--- config.mk ---
export PLATFORM = sky130hd
export DESIGN_NAME = clktick_multi
export DESIGN_NICKNAME = d
export VERILOG_FILES = /design/src/rtl/clktick_multi.sv
export SDC_FILE = /design/constraint.sdc
export NUM_CORES = 1
export LEC_CHECK = 0
export ABC_AREA = 1
export CAP_MARGIN = 20
export CORE_AREA = 8 8 125 127
export DETAILED_ROUTE_END_ITERATION = 10
export DIE_AREA = 0 0 133 135
export PLACE_DENSITY = 0.61
export SLEW_MARGIN = 20
export SYNTH_ARGS = -nofsm -noshare
export SYNTH_HDL_FRONTEND = slang
export SYNTH_SLANG_ARGS = --single-unit
--- constraint.sdc ---
create_clock -name clk -period 2.2 [get_ports clk]
set_input_delay 0.44 -clock clk [delete_from_list [all_inputs] [get_ports clk]]
set_output_delay 0.44 -clock clk [all_outputs]
set_load 0.05 [all_outputs]
--- src/rtl/clktick_multi.sv ---
// clktick_multi -- multi-channel programmable tick generator.
//
// NCH independent down-counting timers share one clock and one global step
// strobe. Each channel loads its reload value on start, counts down once per
// step, and emits a registered one-cycle tick on the step where the count is
// already zero. Periodic channels reload and keep running; one-shot channels
// return to IDLE on that same edge.
//
// Optional feature macro: CLKTICK_PRESCALE_EN
//   When defined, a shared prescaler divides en by (pre+1) to form the step
//   strobe, and parameter PWIDTH and port pre are added.
//
// Ports:
//   clk    in   system clock, rising edge
//   rst    in   asynchronous active-high reset
//   en     in   global count enable
//   n      in   packed reload values, channel i at n[i*WIDTH +: WIDTH]
//   mode   in   per channel: 1 = periodic, 0 = one-shot
//   start  in   per channel load/restart request (level-sampled)
//   stop   in   per channel abort request (level-sampled, beats start)
//   pre    in   prescaler reload (CLKTICK_PRESCALE_EN only)
//   tick   out  registered one-cycle terminal pulse per channel
//   busy   out  registered, high while the channel is in RUN

module clktick_chan #(
  parameter int WIDTH = 16
) (
  input  logic             clk,
  input  logic             rst,
  input  logic             step,
  input  logic [WIDTH-1:0] n,
  input  logic             mode,
  input  logic             start,
  input  logic             stop,
  output logic             tick,
  output logic             busy
);
  typedef enum logic {IDLE = 1'b0, RUN = 1'b1} state_t;

  state_t           state, state_nx;
  logic [WIDTH-1:0] count, count_nx;
  logic             tick_nx;

  always_ff @(posedge clk or posedge rst) begin
    if (rst) begin
      state <= IDLE;
      count <= '0;
      tick  <= 1'b0;
    end else begin
      state <= state_nx;
      count <= count_nx;
      tick  <= tick_nx;
    end
  end

  always_comb begin
    state_nx = state;
    count_nx = count;
    tick_nx  = 1'b0;
    unique case (state)
      IDLE: begin
        // Load edge only; the first decrement happens on the next step.
        if (start) begin
          count_nx = n;
          state_nx = RUN;
        end
      end
      RUN: begin
        if (stop) begin
          state_nx = IDLE;
        end else if (start) begin
          count_nx = n;
        end else if (step) begin
          if (count == '0) begin
            tick_nx = 1'b1;
            if (mode) count_nx = n;
            else      state_nx = IDLE;
          end else begin
            count_nx = count - 1'b1;
          end
        end
      end
      default: state_nx = IDLE;
    endcase
  end

  // State register doubles as the busy flop.
  assign busy = (state == RUN);
endmodule

module clktick_multi #(
  parameter int WIDTH  = 16,
  parameter int NCH    = 4
`ifdef CLKTICK_PRESCALE_EN
 ,parameter int PWIDTH = 8
`endif
) (
  input  logic                 clk,
  input  logic                 rst,
  input  logic                 en,
  input  logic [NCH*WIDTH-1:0] n,
  input  logic [NCH-1:0]       mode,
  input  logic [NCH-1:0]       start,
  input  logic [NCH-1:0]       stop,
`ifdef CLKTICK_PRESCALE_EN
  input  logic [PWIDTH-1:0]    pre,
`endif
  output logic [NCH-1:0]       tick,
  output logic [NCH-1:0]       busy
);
  logic step;

`ifdef CLKTICK_PRESCALE_EN
  // Free-running divider, independent of channel state, so step phase is
  // not aligned to any channel's start.
  logic [PWIDTH-1:0] pc;

  assign step = en && (pc == '0);

  always_ff @(posedge clk or posedge rst) begin
    if (rst)       pc <= '0;
    else if (en)   pc <= (pc == '0) ? pre : pc - 1'b1;
  end
`else
  assign step = en;
`endif

  for (genvar i = 0; i < NCH; i++) begin : g_ch
    clktick_chan #(.WIDTH(WIDTH)) u_ch (
      .clk   (clk),
      .rst   (rst),
      .step  (step),
      .n     (n[i*WIDTH +: WIDTH]),
      .mode  (mode[i]),
      .start (start[i]),
      .stop  (stop[i]),
      .tick  (tick[i]),
      .busy  (busy[i])
    );
  end
endmodule

* Word level (Yosys, flattened, before mapping)
Index checks and enable logic that the tools add are counted.
Storage, ports and cells: flip-flop bits (word level) 72, bits of input ports 79
Operators by class: mux-type cells 76, add/subtract/negate cells 4, bitwise logic cells 4, reduce and logical (&&, ||, !) cells 8, equality and inequality tests 16
Operators by type and width (count):
- 16-bit two-way mux | 24
- 16-bit one-hot mux with 2 select lines | 4
- 16-bit logical NOT | 4
- 16-bit by 1-bit subtractor with 16-bit output, second input constant | 4
- 1-bit two-way mux | 44
- 2-bit inequality test, second input constant | 8
- 4-bit inequality test, second input constant | 4
- 4-bit AND reduction | 4
- 3-bit inequality test, second input constant | 4
- 1-bit one-hot mux with 2 select lines | 4
- 1-bit inverter | 4

* Longest topological paths before layout
Gate-level depths: netlist of the first run.
depth in word-level cells 6, mapped depth 11, gate-level depth less buffers 11

* By module
A second synthesis of the first run with hierarchy kept.
Second synthesis, totals: cell total of the unflattened synthesis 966, area total of the unflattened synthesis 6259.8 µm²
Modules (own cells, without submodules):
- clktick_chan (g_ch[0].u_ch ...) | instances 2, area an instance 1631.6 µm², seq. area each 450.4 µm², cells each 242
- clktick_chan (g_ch[2].u_ch) | instances 1, area an instance 1519.0 µm², seq. area each 450.4 µm², cells each 241
- clktick_chan (g_ch[3].u_ch) | instances 1, area an instance 1477.7 µm², seq. area each 450.4 µm², cells each 241

* Worst setup path before layout of the first run
OpenSTA, ideal clock, no wires.
path kind reg-to-reg, from register g_ch[0].u_ch.count[8], to register g_ch[0].u_ch.count[0], data arrival time 1356 ps, slack 709 ps, required time 2065 ps, setup time 135 ps, cell stages (with the launch flop) 10, path through dfrtp_1 nor2_1 nand2_1 nor2_2 nand2_2 nand2_2 buf_6 o21ai_0 nand2_1 o21ai_0
Between the ends: word-level cells in the longest chain between the ends 6, elaborated cells on any way between the ends 8, classes of those cells 1 x eq/ne; 5 x mux; 2 x reduce/logical
Ends and longest elaborated chain:
- from (decl) | line 41 | logic [WIDTH-1:0] count, count_nx;
- from (signal assigned) | line 51 | count <= count_nx;
- 16-bit logical NOT (*) | line 74 | if (count == '0) begin
- 16-bit two-way mux | line 74
- 16-bit two-way mux | line 73 | end else if (step) begin
- 16-bit two-way mux | line 71 | end else if (start) begin
- 16-bit two-way mux | line 69 | if (stop) begin
- 16-bit one-hot mux with 2 select lines | line 60 | unique case (state)
Mark *: on every way between the ends. The rest lies on a longest branch, timed or not. The select of a mux whose other input is x is not followed. A chain may end at the register's enable or synchronous reset.

* Final worst setup path of the first run
from register g_ch[2].u_ch.state, to output port busy[2]
RTL lines:
- from (decl) | line 40 | state_t state, state_nx;
- from (signal assigned) | line 50 | state <= state_nx;
- to (decl) | line 109 | output logic [NCH-1:0] busy
No word-level cell between the ends.

==> results.cfg, run 1 <==
[clocking]
clkSlewWorstSetupHoldPaths_ns = 0.06
cts.repair.resized = 0
cts.root.buffer_cell = sky130_fd_sc_hd__clkbuf_16
holdBufCountCts = 0
cts-buffers-inserted = 9
cts_max_level = 3
postCtsSetupBuffers = 0
clock_latency_on_the_worst_skew_pair_ns = 0.35
cts.sink_count = 72
max-clock-path-buffers = 2
clock_tree_from_tritoncts = built

[run_status]
status = complete, no violations

[floorplanning]
floorplan.rows = 43
fp.dieW_um = 133
io_pins = 87
core_area_sq_mm = 0.0136
start_util_pct = 39.0
die_area_sq_mm = 0.0180
die_height_um = 135

[worst_setup_path]
crit_arrival_ns = 1.64
crit_type = flip-flop to output pin
endpoint_kind = output pin
crit_path_cell_trace = clkdlybuf4s50_1
critical_path.startpoint_type = flip-flop
worst_path_largest_cell_delay_ns = 0.84
critical-path-top-delay-family = buffers and inverters
cp_slowest_cell = sky130_fd_sc_hd__clkdlybuf4s50_1
critical_path_buf_inv_count = 1
critPathMaxFanout = 4
required_ns = 1.76

[timing]
rsz0062_at_grt = no
timing.setup.tns_ns = 0
final.setup_skew_ns = 0.00850
timing_worst_slew_pin_value_ns = 0.567
final.period_utilization_pct = 94.4
hold_fails_final_rpt = 0
total_count_of_max_transition_violations_in_the_final_report = 0
setup_viol = 0
fmax_mhz = 481
max-slew-margin-rel_pct = 62.1
final.min_clock_period_ns = 2.08

[power_and_ir_drop]
power_leakage_nw = 3.36
max-vdd-ir-drop_mv = 0.339
cellPowerDensity_mw_per_mm2 = 826
finalPower_mw = 5.50

[global_routing]
grt_antenna_before_repair = 0
overflow = 0
grtUsageTotal_pct = 15.1
grt_first_pass_wirelength_mm = 22.6
grt_start_max_net_pins = 73
first_global_vias = 4856

[layout]
fin_nets = 1022
synthToLayoutAreaGrowth_pct = 25.4
antenna_cells = 0
area_of_the_multi_input_gates_sq_mm = 0.00297
nFillCells = 1424
final_layout_size_suffix_gt1_share_pct = 5.32
sequential_cell_area_sq_mm = 0.00180

[drt]
via_per_inst = 4.61
dr_total_vias = 5160
drc = 0
drt-total-wl_mm = 13.3
drtPass1Iterations = 5
routedWlPerCell_um = 11.8
antenna_left = 0
drt_iter0_markers = 346

[synth]
netlist_area_sq_mm = 0.00531
syn_nets = 936
synth_top_area_share_pct = 33.9
netlist-cell-type-count = 24
post_synth_main_area_contributors = sky130_fd_sc_hd__dfrtp_1, sky130_fd_sc_hd__nand2_1, sky130_fd_sc_hd__nor2_1, sky130_fd_sc_hd__inv_1, sky130_fd_sc_hd__nand3_1
synth_top_cell_by_area = sky130_fd_sc_hd__dfrtp_1
synth-seq-cells = 72
post_synth_inst_count = 849
synth_seq_area_share_pct = 33.9
ys.warnings.count = 0
avgSynthCellArea_sq_um = 6.25

[run]
max_cap_violations = 0

[placement]
port_buffers = 86
place.gp.congestion = 0.848
detailed_place_hpwl_mm = 9.84

[hold_path]
min-delay-path-class = flip-flop to flip-flop
[sequential cells by signal (all words and copies together), names as in the netlist]
name / count
g_ch.u_ch.tick: 4
g_ch.u_ch.busy: 4
g_ch.u_ch.count: 64
[synth_stat cells]
master	number
sky130_fd_sc_hd__xnor2_1	16
sky130_fd_sc_hd__nand3b_1	6
sky130_fd_sc_hd__o21ai_1	6
sky130_fd_sc_hd__nand2_2	8
sky130_fd_sc_hd__a21oi_1	1
sky130_fd_sc_hd__nand4_1	8
sky130_fd_sc_hd__a21oi_2	2
sky130_fd_sc_hd__nand3_2	1
sky130_fd_sc_hd__buf_4	16
sky130_fd_sc_hd__a21boi_1	1
sky130_fd_sc_hd__nor2_1	97
sky130_fd_sc_hd__o22ai_1	3
sky130_fd_sc_hd__ha_1	8
sky130_fd_sc_hd__nor3_1	4
sky130_fd_sc_hd__nor2_4	2
sky130_fd_sc_hd__nand2_1	366
sky130_fd_sc_hd__nor2_2	5
sky130_fd_sc_hd__nand3_1	64
sky130_fd_sc_hd__buf_6	5
sky130_fd_sc_hd__dfrtp_1	72
sky130_fd_sc_hd__buf_2	5
sky130_fd_sc_hd__inv_1	90
sky130_fd_sc_hd__xor2_1	12
sky130_fd_sc_hd__o21ai_0	51
[cells by family (layout without fill, tap and decap cells)]
logic type,count (synthesis),count (layout),synth area share (%)
xor+xnor,28,28,4.62
flops,72,72,33.9
fa+ha+maj,8,8,1.89
buf+inv,116,207,10.2
simple gates,561,561,43.1
compound gates,64,64,6.29
[where the power goes]
| group | internal [mW] | switching, mW | total [mW] |
|---|---|---|---|
| clock network | 0.911 | 0.619 | 1.53 |
| registers | 1.63 | 0.352 | 1.99 |
| logic | 0.797 | 1.19 | 1.98 |
| total | 3.34 | 2.16 | 5.50 |
[path summary, 6_finish.rpt]
kind                       cells after the start                    from  slack (ns)                     end
min in group asynchronous                      3                     rst        0.56   g_ch[3].u_ch.count[9]
setup reg to reg                               9   g_ch[1].u_ch.count[0]        0.26   g_ch[1].u_ch.count[2]
hold / removal                                 2  g_ch[0].u_ch.count[14]        0.51  g_ch[0].u_ch.count[14]
hold reg to reg                                2  g_ch[0].u_ch.count[14]        0.51  g_ch[0].u_ch.count[14]
max in group asynchronous                      3                     rst        1.34   g_ch[2].u_ch.count[8]
setup / recovery                               1       g_ch[2].u_ch.busy        0.12                 busy[2]
[cells in the final DEF, fill, tap and decap left out, types with 12 or more instances in the layout]
master,n
sky130_fd_sc_hd__buf_4,12
sky130_fd_sc_hd__clkdlybuf4s50_1,86
sky130_fd_sc_hd__dfrtp_1,72
sky130_fd_sc_hd__inv_1,89
sky130_fd_sc_hd__nand2_1,366
sky130_fd_sc_hd__nand3_1,64
sky130_fd_sc_hd__nor2_1,97
sky130_fd_sc_hd__o21ai_0,51
sky130_fd_sc_hd__xnor2_1,16
sky130_fd_sc_hd__xor2_1,12
[layer usage]
layer	wire length, um	part of all wire (%)	vias to the layer above	track usage [%]
met4	229	1.7	0	6.44
li1	-	-	2790	-
met5	0	0	-	0
met1	6610	50	2284	19.5
met2	5960	45	73	24.1
met3	467	3.5	13	3.05
[worst min-delay path: stages (launching register included)]
cell and delay (ns):
sky130_fd_sc_hd__dfrtp_1 0.36, sky130_fd_sc_hd__nand2_1 0.06, sky130_fd_sc_hd__nand2_1 0.06
[metrics by stage]
step	setup WS, ns	instance area, sq um	utilization [%]	instances	hold slack, ns
floorplan	0.709	5310	-	849	0.471
global placement	0.237	6350	46.6	1104	0.487
detailed placement	0.221	6350	46.6	1104	0.492
CTS	0.121	6650	48.9	1120	0.508
global route	0.0299	6650	48.9	1120	0.523
finish	0.123	6650	48.9	1120	0.505
[layout make-up]
| type | instances | share of cell area [%] |
|---|---|---|
| Clock buffer | 10 | 3.59 |
| Sequential cell | 72 | 27.1 |
| Tap cell | 180 | 3.38 |
| Multi-Input combinational cell | 661 | 44.6 |
| Clock inverter | 6 | 1.03 |
| Inverter | 90 | 5.13 |
| Timing Repair Buffer | 101 | 15.2 |
Note: power is estimated with default switching activity, not from simulation.
==> run 2: changes to the inputs <==
--- a/config.mk
+++ b/config.mk
@@ -11,6 +11,7 @@
 export DETAILED_ROUTE_END_ITERATION = 10
 export DIE_AREA = 0 0 133 135
 export PLACE_DENSITY = 0.61
+export SKIP_CTS_REPAIR_TIMING = 1
 export SLEW_MARGIN = 20
 export SYNTH_ARGS = -nofsm -noshare
 export SYNTH_HDL_FRONTEND = slang
==> results of run 2 <==
No change in the layout: final DEF, timing and power equal those of run 1.
